--- src/rtl/sample_window_stats.sv ---
// sample_window_stats: gathers 2**WIN_LOG2 accepted samples per window and
// publishes min, max, truncated mean (and optionally the largest step between
// consecutive samples) through a valid/ready result register.
// Optional feature macro: STATS_DELTA_EN (enables the res_delta datapath;
// when undefined res_delta is tied to zero).
//
// state | meaning
// EMPTY | result register holds nothing, res_valid=0
// FULL  | result register holds an unconsumed window result, res_valid=1
module sample_window_stats #(
  parameter int DATA_W   = 8,
  parameter int WIN_LOG2 = 3
) (
  input  logic              clk,
  input  logic              rst_n,
  input  logic              ena,
  input  logic [DATA_W-1:0] sample_in,
  input  logic              sample_valid,
  input  logic              res_ready,
  input  logic              ovr_clr,
  output logic              res_valid,
  output logic [DATA_W-1:0] res_min,
  output logic [DATA_W-1:0] res_max,
  output logic [DATA_W-1:0] res_mean,
  output logic [DATA_W-1:0] res_delta,
  output logic              overrun
);

  localparam int SUM_W = DATA_W + WIN_LOG2;

  typedef enum logic {EMPTY = 1'b0, FULL = 1'b1} state_t;

  state_t              r_state;
  state_t              w_state_nxt;
  logic [WIN_LOG2-1:0] r_cnt;
  logic [DATA_W-1:0]   r_min;
  logic [DATA_W-1:0]   r_max;
  logic [SUM_W-1:0]    r_sum;
  logic [DATA_W-1:0]   r_res_min;
  logic [DATA_W-1:0]   r_res_max;
  logic [DATA_W-1:0]   r_res_mean;
  logic                r_ovr;

  logic                w_acc;
  logic                w_first;
  logic                w_done;
  logic                w_load;
  logic                w_ovr_set;
  logic [DATA_W-1:0]   w_min_nxt;
  logic [DATA_W-1:0]   w_max_nxt;
  logic [SUM_W-1:0]    w_sum_nxt;

  // Acceptance and window-position decode; the first sample never looks at stale values
  always_comb begin
    w_acc     = ena & sample_valid;
    w_first   = (r_cnt == '0);
    w_done    = w_acc & (r_cnt == {WIN_LOG2{1'b1}});
    w_min_nxt = (w_first || (sample_in < r_min)) ? sample_in : r_min;
    w_max_nxt = (w_first || (sample_in > r_max)) ? sample_in : r_max;
    w_sum_nxt = w_first ? SUM_W'(sample_in) : (r_sum + SUM_W'(sample_in));
  end

  // Running accumulators and sample counter; only accepted samples advance them
  always_ff @(posedge clk) begin
    if (!rst_n) begin
      r_cnt <= '0;
      r_min <= '0;
      r_max <= '0;
      r_sum <= '0;
    end else if (w_acc) begin
      r_cnt <= r_cnt + 1'b1;
      r_min <= w_min_nxt;
      r_max <= w_max_nxt;
      r_sum <= w_sum_nxt;
    end
  end

  // Result-register FSM next state plus load / overrun decisions
  always_comb begin
    w_state_nxt = r_state;
    w_load      = 1'b0;
    w_ovr_set   = 1'b0;
    case (r_state)
      EMPTY: begin
        if (w_done) begin
          w_state_nxt = FULL;
          w_load      = 1'b1;
        end
      end
      FULL: begin
        if (w_done) begin
          w_load    = res_ready;
          w_ovr_set = ~res_ready;
        end else if (res_ready) begin
          w_state_nxt = EMPTY;
        end
      end
    endcase
  end

  // FSM state register
  always_ff @(posedge clk) begin
    if (!rst_n) r_state <= EMPTY;
    else        r_state <= w_state_nxt;
  end

  // Result registers capture the window including its completing sample
  always_ff @(posedge clk) begin
    if (!rst_n) begin
      r_res_min  <= '0;
      r_res_max  <= '0;
      r_res_mean <= '0;
    end else if (w_load) begin
      r_res_min  <= w_min_nxt;
      r_res_max  <= w_max_nxt;
      r_res_mean <= w_sum_nxt[SUM_W-1:WIN_LOG2];
    end
  end

  // Sticky overrun; a new discard in the same cycle as a clear keeps it set
  always_ff @(posedge clk) begin
    if (!rst_n)         r_ovr <= 1'b0;
    else if (w_ovr_set) r_ovr <= 1'b1;
    else if (ovr_clr)   r_ovr <= 1'b0;
  end

`ifdef STATS_DELTA_EN
  logic [DATA_W-1:0] r_prev;
  logic [DATA_W-1:0] r_delta;
  logic [DATA_W-1:0] r_res_delta;
  logic [DATA_W-1:0] w_diff;
  logic [DATA_W-1:0] w_delta_nxt;

  // Unsigned step size against the previous sample of this window
  always_comb begin
    w_diff      = (sample_in >= r_prev) ? (sample_in - r_prev) : (r_prev - sample_in);
    w_delta_nxt = w_first ? '0 : ((w_diff > r_delta) ? w_diff : r_delta);
  end

  // Previous-sample and running/result delta registers
  always_ff @(posedge clk) begin
    if (!rst_n) begin
      r_prev      <= '0;
      r_delta     <= '0;
      r_res_delta <= '0;
    end else begin
      if (w_acc) begin
        r_prev  <= sample_in;
        r_delta <= w_delta_nxt;
      end
      if (w_load) r_res_delta <= w_delta_nxt;
    end
  end

  assign res_delta = r_res_delta;
`else
  assign res_delta = '0;
`endif

  assign res_valid = (r_state == FULL);
  assign res_min   = r_res_min;
  assign res_max   = r_res_max;
  assign res_mean  = r_res_mean;
  assign overrun   = r_ovr;

endmodule

--- config.mk ---
export PLATFORM = sky130hd
export DESIGN_NAME = sample_window_stats
export DESIGN_NICKNAME = d
export VERILOG_FILES = /design/src/rtl/sample_window_stats.sv
export SDC_FILE = /design/constraint.sdc
export NUM_CORES = 1
export LEC_CHECK = 0
export BUFFER_PORTS_ARGS = -buffer_cell sky130_fd_sc_hd__buf_4
export CAP_MARGIN = 20
export CORE_ASPECT_RATIO = 1.4
export CORE_MARGIN = 2
export CORE_UTILIZATION = 40
export CTS_BUF_LIST = sky130_fd_sc_hd__clkbuf_8
export CTS_CLUSTER_DIAMETER = 150
export DETAILED_ROUTE_END_ITERATION = 16
export SYNTH_ARGS = -nofsm -noshare
export SYNTH_HDL_FRONTEND = slang
export SYNTH_SLANG_ARGS = --single-unit
--- constraint.sdc ---
create_clock -name clk -period 2.1 [get_ports clk]
set_clock_uncertainty 0.1 [all_clocks]
set_input_delay 0.21 -clock clk [delete_from_list [all_inputs] [get_ports clk]]
set_output_delay 0.21 -clock clk [all_outputs]
set_load 0.05 [all_outputs]
# Word-level counts from Yosys, hierarchy flattened
# Index checks and enable logic that the tools add are counted.
totals:
  regBits: 56
  out_inout_bits: 34
  elab_cells: 35
op_classes:
  add_sub_neg: 2
  order_cmp: 2
  n_eq_ne: 1
  muxes: 13
  bitwise_logic: 4
  n_reduce_logical: 4
ops:
  columns: ["op", "n"]
  rows:
  - ["$mux W8", 2]
  - ["$add A11 B8 Y11", 1]
  - ["$mux W11", 1]
  - ["$gt A8 B8 Y1", 1]
  - ["$lt A8 B8 Y1", 1]
  - ["$mux W1", 8]
  - ["$pmux W1 S2", 2]
  - ["$add A3 B1 Y3 const B", 1]
  - ["$eq A3 B3 Y1 const B", 1]
  - ["$logic_not A3 Y1", 1]
  - ["$and A1 B1 Y1", 2]
  - ["$logic_or A1 B1 Y1", 2]
  - ["$not A1 Y1", 2]
  - ["$reduce_bool A2 Y1", 1]

# Longest topological paths before layout
# Gate-level depths: netlist of run 1.
depth:
  ltp_word: 5
  ltp_mapped: 10

# Least setup slack after synthesis of run 1
# No wires, ideal clock.
synth_path:
  kind: "reg-to-reg"
  startpoint: "reg r_sum[0]"
  endpoint: "reg r_sum[10]"
  arrival_ns: 1.917
  required_ns: 1.926
  slack_ns: 0.009
  stages_incl_launch_ff: 9
  period_less_slack_ns: 2.091
  cell_sequence: "dfxtp_1 ha_1 inv_1 fa_1 nor2b_1 o31a_1 o21ai_1 or4_1 a31oi_1"
synth_between:
  elab_chain_len: 2
synth_lines:
  columns: ["element", "line", "text"]
  rows:
  - ["start, declared", "38", "logic [SUM_W-1:0] r_sum;"]
  - ["start signal, assigned", "74", "r_sum <= w_sum_nxt;"]
  - ["$add A11 B8 Y11", "60", "w_sum_nxt = w_first ? SUM_W'(sample_in) : (r_sum + SUM_W'(sample_in));"]
  - ["$mux W11", "60", null]
# Every way passes these cells.
# A chain may end at the register's enable or synchronous reset.

# Final worst setup path of run 1
layout_path:
  startpoint: "reg r_max[4]"
  endpoint: "reg r_res_max[2] (netlist: res_max[2])"
layout_between:
  elab_chain_len: 3
layout_lines:
  columns: ["element", "line", "text"]
  rows:
  - ["start, declared", "37", "logic [DATA_W-1:0] r_max;"]
  - ["start signal, assigned", "73", "r_max <= w_max_nxt;"]
  - ["$gt A8 B8 Y1", "59", "w_max_nxt = (w_first || (sample_in > r_max)) ? sample_in : r_max;"]
  - ["$logic_or A1 B1 Y1", "59", null]
  - ["$mux W8", "59", null]
  - ["end signal, assigned", "115", "r_res_max <= w_max_nxt;"]
  - ["end, declared", "40", "logic [DATA_W-1:0] r_res_max;"]
# Every way passes these cells.

==> results of run 1 <==
state kept, by name, indices dropped and copies added (netlist names):
name       flops
res_mean       8
res_valid      1
overrun        1
res_min        8
res_max        8
r_cnt          3
r_sum         11
r_min          8
r_max          8
synthesized netlist by cell type, types with 3 or more instances:
cell type / number / area [um^2]
or4_1: 4 / 30.0
a31oi_1: 3 / 18.8
nor3_1: 7 / 35.0
nand2b_1: 3 / 18.8
and2_1: 3 / 18.8
mux2i_1: 17 / 170
and3_1: 4 / 25.0
a2111oi_0: 8 / 70.1
o21ai_0: 37 / 185
buf_4: 8 / 60.1
dfxtp_1: 56 / 1120
inv_1: 23 / 86.3
o211ai_1: 6 / 45.0
nor2b_1: 5 / 31.3
nor2_1: 19 / 71.3
nand3_1: 9 / 45.0
a211oi_1: 20 / 150
a21o_1: 3 / 22.5
nand2_1: 42 / 158
ha_1: 26 / 325
o21a_1: 3 / 22.5
a311oi_1: 8 / 70.1
clkbuf_1: 15 / 56.3
buf_2: 8 / 40.0
a21oi_1: 18 / 90.1
nor4_1: 11 / 68.8
final cells by class:
cell class | count | area share
multi-input cells | 289 | 0.508
clock buffers | 5 | 0.0166
repair buffers | 73 | 0.141
flip-flops and latches | 56 | 0.272
inverters | 23 | 0.0208
well taps | 102 | 0.0308
clock inverters | 3 | 0.0115
worst max-delay path by stage:
stage,endpoint,slack [ps],depth (start not counted)
floorplan,r_sum[10],9,8
global placement,res_max[6],-50,7
detailed placement,res_max[1],-130,7
CTS,r_sum[6],9,6
global route,res_max[2],-110,8
finish,res_max[2],-60,6
kinds of logic after synthesis:
family | Yosys count | share of synthesized area
AOI/OAI and AO/OA | 122 | 0.249
other | 1 | 0.00114
buffers and inverters | 58 | 0.0816
adders and majority gates | 27 | 0.105
and+or+nand+nor | 112 | 0.165
muxes | 17 | 0.0518
xor gates and xnor gates | 2 | 0.00534
DFF | 56 | 0.342
per-stage QoR:
step	worst slack [ps]	hold WS [ps]
2_1_floorplan	8.83	269
3_3_place_gp	-47.2	346
3_5_place_dp	-134	350
4_1_cts	8.81	102
5_1_grt	-107	115
6_report	-59.1	113
worst register-to-register path: cells and delay by family (launching register included):
kind,cells,cell delay (ps)
adder cells (fa/ha/maj),1,270
AO/OA/AOI/OAI,3,1000
AND/OR/NAND/NOR,1,230
buffers and inverters,1,70
flip-flops,1,360
layer usage:
layer / wire length (um) / up-vias / part of all wire / track usage
met5: 0 / - / 0 / 0
met4: 345 / 0 / 0.039 / 0.0780
met3: 346 / 23 / 0.039 / 0.0277
met2: 4550 / 77 / 0.51 / 0.354
met1: 3680 / 1432 / 0.41 / 0.248
li1: - / 1539 / - / -
timing repair:
action / 4_1_cts / 5_1_grt
endpoints found under the setup margin: 17 / 27
gates cloned: 0 / 1
gates resized for setup: 5 / 41
pin swaps: 2 / 12
setup buffers: 1 / 7
power by group:
| part | internal, uW | leakage (uW) | switching [uW] | total (uW) |
|---|---|---|---|---|
| Clock | 360 | 0.0000583 | 387 | 747 |
| Combinational | 223 | 0.00118 | 327 | 550 |
| Sequential | 1090 | 0.000457 | 22.0 | 1120 |
==> flow_metrics.tcl, run 1 <==
set metrics [dict create \
    antenna_found_initial 0 \
    min_path_cells 3 \
    grt_pass1_wl_um 14400 \
    power_uw 2410 \
    leakage_uw 0.00170 \
    slew_headroom 0.655 \
    instances_no_fill 551 \
    htree_levels 2 \
    n_fill_cell 801 \
    cts_hold_buf 0 \
    place_congestion 0.834 \
    arrival_ps 2240 \
    ys_warn_count 0 \
    vias_per_cell 5.57 \
    async_reset_ff_frac 0 \
    drive_gt1_frac 0.258 \
    power_density_mw_per_mm2 582 \
    drt-pass1-iter-count 4 \
    num_vias 3071 \
    timing.fmax_mhz 463 \
    synth_cell_type_count 49 \
    end_kind "flop" \
    syn_inst 395 \
    syn_area_per_cell_um2 8.31 \
    vdd_ir_drop_max_v 0.000368 \
    synth_flop_cell "dfxtp_1" \
    cts_buffers 5 \
    fin_setup_tns_ps -59.1 \
    yosysSeqAreaShare 0.342 \
    violations "setup timing" \
    die_x_um 80.6 \
    coreArea_mm2 0.00805 \
    worstSetupPathType "flop to flop" \
    io_pins 48 \
    grt_pass1_vias 2961 \
    maxSlewViolCount 0 \
    num_rows 39 \
    maxCapViolations 0 \
    area_growth_syn_to_layout_pct 26.5 \
    layout_commonest_cell "buf_4" \
    r2r-end "res_max[2]" \
    reg2reg_slack_ps -60 \
    clk_latency_ps 310 \
    drt-total-wl_um 8920 \
    antenna_cells 0 \
    final_hold_viol_count 0 \
    wire_per_inst_um 16.2 \
    synth_edf_count 0 \
    min_from "ovr_clr" \
    die_h_um 111 \
    finalCritPeriodShare 1.03 \
    cts.sinks 56 \
    cts-root-buf "clkbuf_8" \
    grt_start_max_net_pins 40 \
    fin_area_mm2 0.00415 \
    final_antenna_net_count 0 \
    rsz0062_at_grt "yes" \
    critPathTopFamily "compound AO/OA/AOI/OAI gates" \
    cts_tree "built" \
    port_buffers 39 \
    gr-total-overflow 0 \
    layout_common_cells "buf_4, dfxtp_1, nand2_1, o21ai_0" \
    hp-class "input port to flop" \
    setup_violations 1 \
    outcome "finished, violations left" \
    dpl.hpwl_um 6400 \
    cts_buffer_depth 2 \
    place_inst 534 \
    path_cells "inv_1 > ha_1 > nand4_1 > a21o_1 > a2111oi_1 > a311oi_1" \
    crit_required_ps 2180 \
    worst-path-buf-inv 1 \
    placed_cell_area_mm2 0.00377 \
    crit_path_max_fanout 5 \
    synth-seq-cells 56 \
    final_util 0.515 \
    regArea_mm2 0.00113 \
    cp_slowest_stage_delay_ps 570 \
    min_period_ps 2160 \
    grt_usage 0.203 \
    startpoint "r_max[4]" \
    drc_errors 0 \
    nets 489 \
    worst_pin_slew_ps 517 \
    r2r_start "r_max[4]" \
    netlist_area_mm2 0.00328 \
    min_to "overrun" \
    drtIter0Drc 116 \
    setup_ws_ps -59.1 \
    rr_worst_depth 6 \
    multi_input_area_mm2 0.00211 \
    start_util 0.408 \
    clk_pin_slew_worst_paths_ps 110 \
    crit_slowest_cell "a2111oi_1" \
    start_kind "flop" \
    dieArea_mm2 0.00896 \
]
Power figures use the tool's default switching activity.
==> run 2: changes to the inputs <==
ABC_AREA = 1   (was default)
SLEW_MARGIN = 30   (was default)
==> flow_metrics.tcl, run 2 <==
set metrics [dict create \
    start_util 0.407 \
    largest-register "r_sum" \
    async_reset_ff_frac 0 \
    min_from "rst_n" \
    reg2reg_slack_ps 220 \
    synth_top_area_frac 0.324 \
    rsz0062_at_grt "no" \
    synth_cell_type_count 33 \
    r2r-end "r_sum[10]" \
    start_kind "flop" \
    comb_power_share 0.225 \
    timing.fmax_mhz 531 \
    r2r_start "r_sum[0]" \
    min_to "r_sum[1]" \
    fin_setup_tns_ps 0 \
    drt-met1-wl_um 3470 \
    yosysMostFrequentCell "nand2_1" \
    crit_required_ps 2200 \
    p_sw_frac 0.315 \
    cts_hold_buf 0 \
    internal_power_uw 1640 \
    drc_errors 0 \
    syn_inst 525 \
    dpl.hpwl_um 5770 \
    die_h_um 114 \
    final_antenna_net_count 0 \
    layout_commonest_cell "nand2_1" \
    cts_buffers 5 \
    leakage_uw 0.00210 \
    worstSetupPathType "flop to flop" \
    clk_latency_ps 330 \
    wire_per_inst_um 12.4 \
    yosysSeqAreaShare 0.324 \
    met2WireLength_um 4280 \
    drt-total-wl_um 8240 \
    grt_pass1_vias 3009 \
    place_congestion 0.843 \
    outcome "finished clean" \
    num_rows 40 \
    crit_path_max_fanout 4 \
    synth_edf_count 0 \
    grt_usage 0.189 \
    dieArea_mm2 0.00943 \
    min_path_cells 3 \
    cts-root-buf "clkbuf_8" \
    switchingPower_uw 752 \
    drt-pass1-iter-count 4 \
    grt_start_max_net_pins 48 \
    io_pins 48 \
    finalCritPeriodShare 0.897 \
    layout_common_cells "nand2_1, inv_1, nor2_1, nand3_1, dfxtp_1" \
    synth-seq-cells 56 \
    nets 601 \
    maxSlewViolCount 0 \
    antenna_found_initial 0 \
    drtIter0Drc 130 \
    vdd_ir_drop_max_v 0.000371 \
    instances_no_fill 666 \
    min_period_ps 1880 \
    met3_length_um 379 \
    ys_warn_count 0 \
    hp-class "input port to flop" \
    clk_pin_slew_worst_paths_ps 100 \
    arrival_ps 1980 \
    drive_gt1_frac 0.121 \
    cts_resized 0 \
    syn_area_per_cell_um2 6.60 \
    final_hold_viol_count 0 \
    coreArea_mm2 0.00851 \
    die_x_um 82.6 \
    place_inst 658 \
    power_uw 2390 \
    top_layer_used "met4" \
    seqPwrFrac 0.473 \
    end_kind "flop" \
    netlist_area_mm2 0.00346 \
    vias_per_cell 4.89 \
    n_fill_cell 926 \
    num_vias 3254 \
    port_buffers 39 \
    gr-total-overflow 0 \
    setup_violations 0 \
    synth_commonest_cells "nand2_1, inv_1, nor2_1" \
    cts_tree "built" \
    dp_slack_ps 138 \
    rr_worst_depth 13 \
    area_growth_syn_to_layout_pct 12.8 \
    setup_ws_ps 217 \
    largest_register_ffs 11 \
    cts_buffer_depth 2 \
    synth_flop_cell "dfxtp_1" \
    grt_pass1_wl_um 13700 \
    cts.sinks 56 \
    antenna_cells 0 \
    synth_top_area_cell "dfxtp_1" \
    power_density_mw_per_mm2 611 \
    htree_levels 2 \
    post_cts_buffers 0 \
    netlist_top_cells_area "dfxtp_1, nand2_1, nand3_1" \
    maxCapViolations 0 \
    clock_power_share 0.302 \
]
-- run 2: changes by cell type in the layout (fill, tap and decap cells not counted), sizes merged, moves of 22 or more --
cell / delta
nor2: +53
buf: -26
nand3: +59
nand2: +77
inv: +65
o21ai: -22
-- run 2: through the flow --
stage | hold WS, ps | cell area [um^2] | utilization
6_report | 95.5 | 3910 | 0.459
5_1_grt | 106 | 3910 | 0.459
4_1_cts | 86.5 | 3900 | 0.459
3_5_place_dp | 382 | 3790 | 0.445
3_3_place_gp | 364 | 3790 | 0.445
2_1_floorplan | 248 | 3490 | -
-- run 2: cell type report --
class	count	area, um^2	area share
clock buffer	5	68.8	0.0176
timing repair buffer	47	365	0.0935
tap	105	131	0.0336
multi-input combinational	361	1840	0.472
inverter	89	334	0.0855
clock inverter	3	42.5	0.0109
sequential	56	1120	0.287
-- run 2: cell families after synthesis --
kind of cell	share of synthesized area
buf+inv	0.155
fa+ha+maj	0.0997
flops	0.324
other cells	0.00108
compound gates	0.0918
xor+xnor	0.00506
simple gates	0.323
-- run 2: worst max-delay path by stage --
stage                      start     endpoint
finish                  r_sum[0]    r_sum[10]
floorplan               r_sum[0]  res_mean[5]
global placement    sample_in[0]    r_sum[10]
CTS                     r_sum[0]    r_sum[10]
detailed placement  sample_in[0]    r_sum[10]
global route            r_sum[0]  res_mean[5]
-- run 2: per-layer routing --
metal / track usage / vias up
li1: - / 1695
met3: 0.0308 / 7
met2: 0.335 / 72
met4: 0.0656 / 0
met5: 0 / -
met1: 0.224 / 1480
-- run 2: power groups by stage --
stage / clock (uW) / combinational, uW / sequential (uW)
2_1_floorplan: 0 / 417 / 1150
3_3_place_gp: 0 / 527 / 1150
3_5_place_dp: 0 / 538 / 1150
4_1_cts: 753 / 541 / 1130
5_1_grt: 782 / 620 / 1130
6_report: 720 / 537 / 1130
-- run 2: critical path: stages (launching register included) --
cell and delay [ps]:
dfxtp_1 350, ha_1 180, inv_1 80, fa_2 350, inv_1 70, nand3_1 60, nand2_1 110, nand2_1 70
nand2_2 80, nand2_1 70, nand2_1 60, nand2_1 50, nand3_1 80, a21oi_1 70
==> run 3: changes to the inputs <==
CORE_UTILIZATION = 51   (was 40)
PLACE_DENSITY = 0.75   (was default)
==> flow_metrics.tcl, run 3 (same netlist as run 2, synthesis figures left out) <==
set metrics [dict create \
    outcome "finished clean" \
    cts.sinks 56 \
    grt_pass1_vias 3139 \
    p_sw_frac 0.325 \
    switchingPower_uw 746 \
    clock_power_share 0.276 \
    clk_pin_slew_worst_paths_ps 100 \
    internal_power_uw 1550 \
    num_rows 35 \
    wire_per_inst_um 12.6 \
    place_congestion 0.896 \
    largest-register "r_sum" \
    crit_top_cell "nand3_1" \
    rsz0062_at_grt "no" \
    end_kind "flop" \
    final_util 0.589 \
    cts_buffers 5 \
    fin_setup_tns_ps 0 \
    drt-total-wl_um 7970 \
    min_period_ps 1890 \
    worstSetupPathType "flop to flop" \
    cts-root-buf "clkbuf_8" \
    cp_slowest_stage_delay_ps 350 \
    area_growth_syn_to_layout_pct 11.7 \
    layout_commonest_cell "nand2_1" \
    power_density_mw_per_mm2 593 \
    leakage_uw 0.00210 \
    met2_usage 0.415 \
    critPathTopFamily "simple AND/OR/NAND/NOR gates" \
    dieArea_mm2 0.00748 \
    dpl.hpwl_um 5610 \
    comb_power_share 0.232 \
    seqPwrFrac 0.492 \
    met1_usage 0.256 \
    num_vias 3287 \
    crit_required_ps 2260 \
    maxCapViolations 0 \
    maxSlewViolCount 0 \
    port_buffers 39 \
    hp-class "input port to flop" \
    dp_slack_ps 151 \
    nets 600 \
    setup_violations 0 \
    die_x_um 73.6 \
    htree_levels 2 \
    grt_usage 0.227 \
    drtIter0Drc 147 \
    busiest_layer "met2" \
    largest_register_ffs 11 \
    drt-pass1-iter-count 5 \
    final_antenna_net_count 0 \
    setup_ws_ps 207 \
    drc_errors 0 \
    die_h_um 102 \
    gr-usage-met3 0.0289 \
    grt_start_max_net_pins 45 \
    antenna_found_initial 0 \
    vias_per_cell 5.18 \
    cts_buffer_depth 2 \
    cts_tree "built" \
    start_util 0.527 \
    post_cts_buffers 0 \
    final_hold_viol_count 0 \
    drive_gt1_frac 0.127 \
    start_kind "flop" \
    gr-total-overflow 0 \
    vdd_ir_drop_max_v 0.000317 \
    grt_pass1_wl_um 13500 \
    antenna_cells 0 \
    timing.fmax_mhz 528 \
    path_cells "ha_2 > inv_1 > fa_2 > inv_1 > nand3_1 > nand2_2 > nand2_1 > nand2_2 > nand2_1 > nand3_1 > nand3_1 > a21oi_1" \
    crit_slowest_cell "fa_2" \
    worst-path-buf-inv 2 \
    io_pins 48 \
    clk_latency_ps 310 \
    coreArea_mm2 0.00657 \
    finalCritPeriodShare 0.902 \
    layout_common_cells "nand2_1, inv_1, nor2_1, nand3_1, dfxtp_1" \
    arrival_ps 2050 \
    crit_path_max_fanout 4 \
]
run 3: changes by cell type in the layout (fill, tap and decap cells not counted), sizes merged:
cell      delta
clkbuf       +1
inv          +1
buf          -1
clkinvlp     -1
bufinv       -1
run 3: worst paths after layout:
kind / start / endpoint / slack [ps] / cells past startpoint
setup / recovery: r_sum[0] / res_mean[5] / 210 / 12
hold / removal: ovr_clr / overrun / 90 / 4
setup reg to reg: r_sum[0] / res_mean[5] / 210 / 12
hold reg to reg: r_cnt[1] / r_cnt[1] / 380 / 2
run 3: worst reg2reg max path: stages, from the launching register on:
cell	delay, ps
dfxtp_2	340
ha_2	170
inv_1	70
fa_2	350
inv_1	60
nand3_1	80
nand2_2	100
nand2_1	60
nand2_2	80
nand2_1	70
nand3_1	70
nand3_1	120
a21oi_1	160
run 3: repair_timing:
| item | CTS | global route |
|---|---|---|
| gates resized for setup | 0 | 6 |
| setup endpoints to repair | 0 | 7 |
| hold buffers | 0 | 0 |
run 3: power by group through the flow:
stage | registers, uW | clock network [uW] | logic (uW)
4_1_cts | 1130 | 660 | 529
3_3_place_gp | 1150 | 0 | 511
2_1_floorplan | 1150 | 0 | 417
3_5_place_dp | 1150 | 0 | 524
6_report | 1130 | 633 | 532
5_1_grt | 1130 | 690 | 609
run 3: through the flow:
step | total power, uW | cell area (um^2) | instances | hold slack (ps)
2_1_floorplan | 1570 | 3490 | 532 | 248
3_3_place_gp | 1660 | 3760 | 626 | 359
3_5_place_dp | 1680 | 3760 | 626 | 372
4_1_cts | 2320 | 3850 | 634 | 91.8
5_1_grt | 2430 | 3870 | 634 | 118
6_report | 2300 | 3870 | 634 | 92.0
run 3: area by class of cell:
class,instances,area (um^2)
tap,74,92.6
inverter,89,334
clock inverter,2,13.8
sequential,56,1120
timing repair buffer,46,370
clock buffer,6,82.6
multi-input combinational,361,1850
fill,638,2700
run 3: routing by layer:
metal	vias to the layer above	part of all wire
met2	77	0.51
met5	-	0
met3	16	0.042
met4	0	0.030
met1	1507	0.42
li1	1687	-
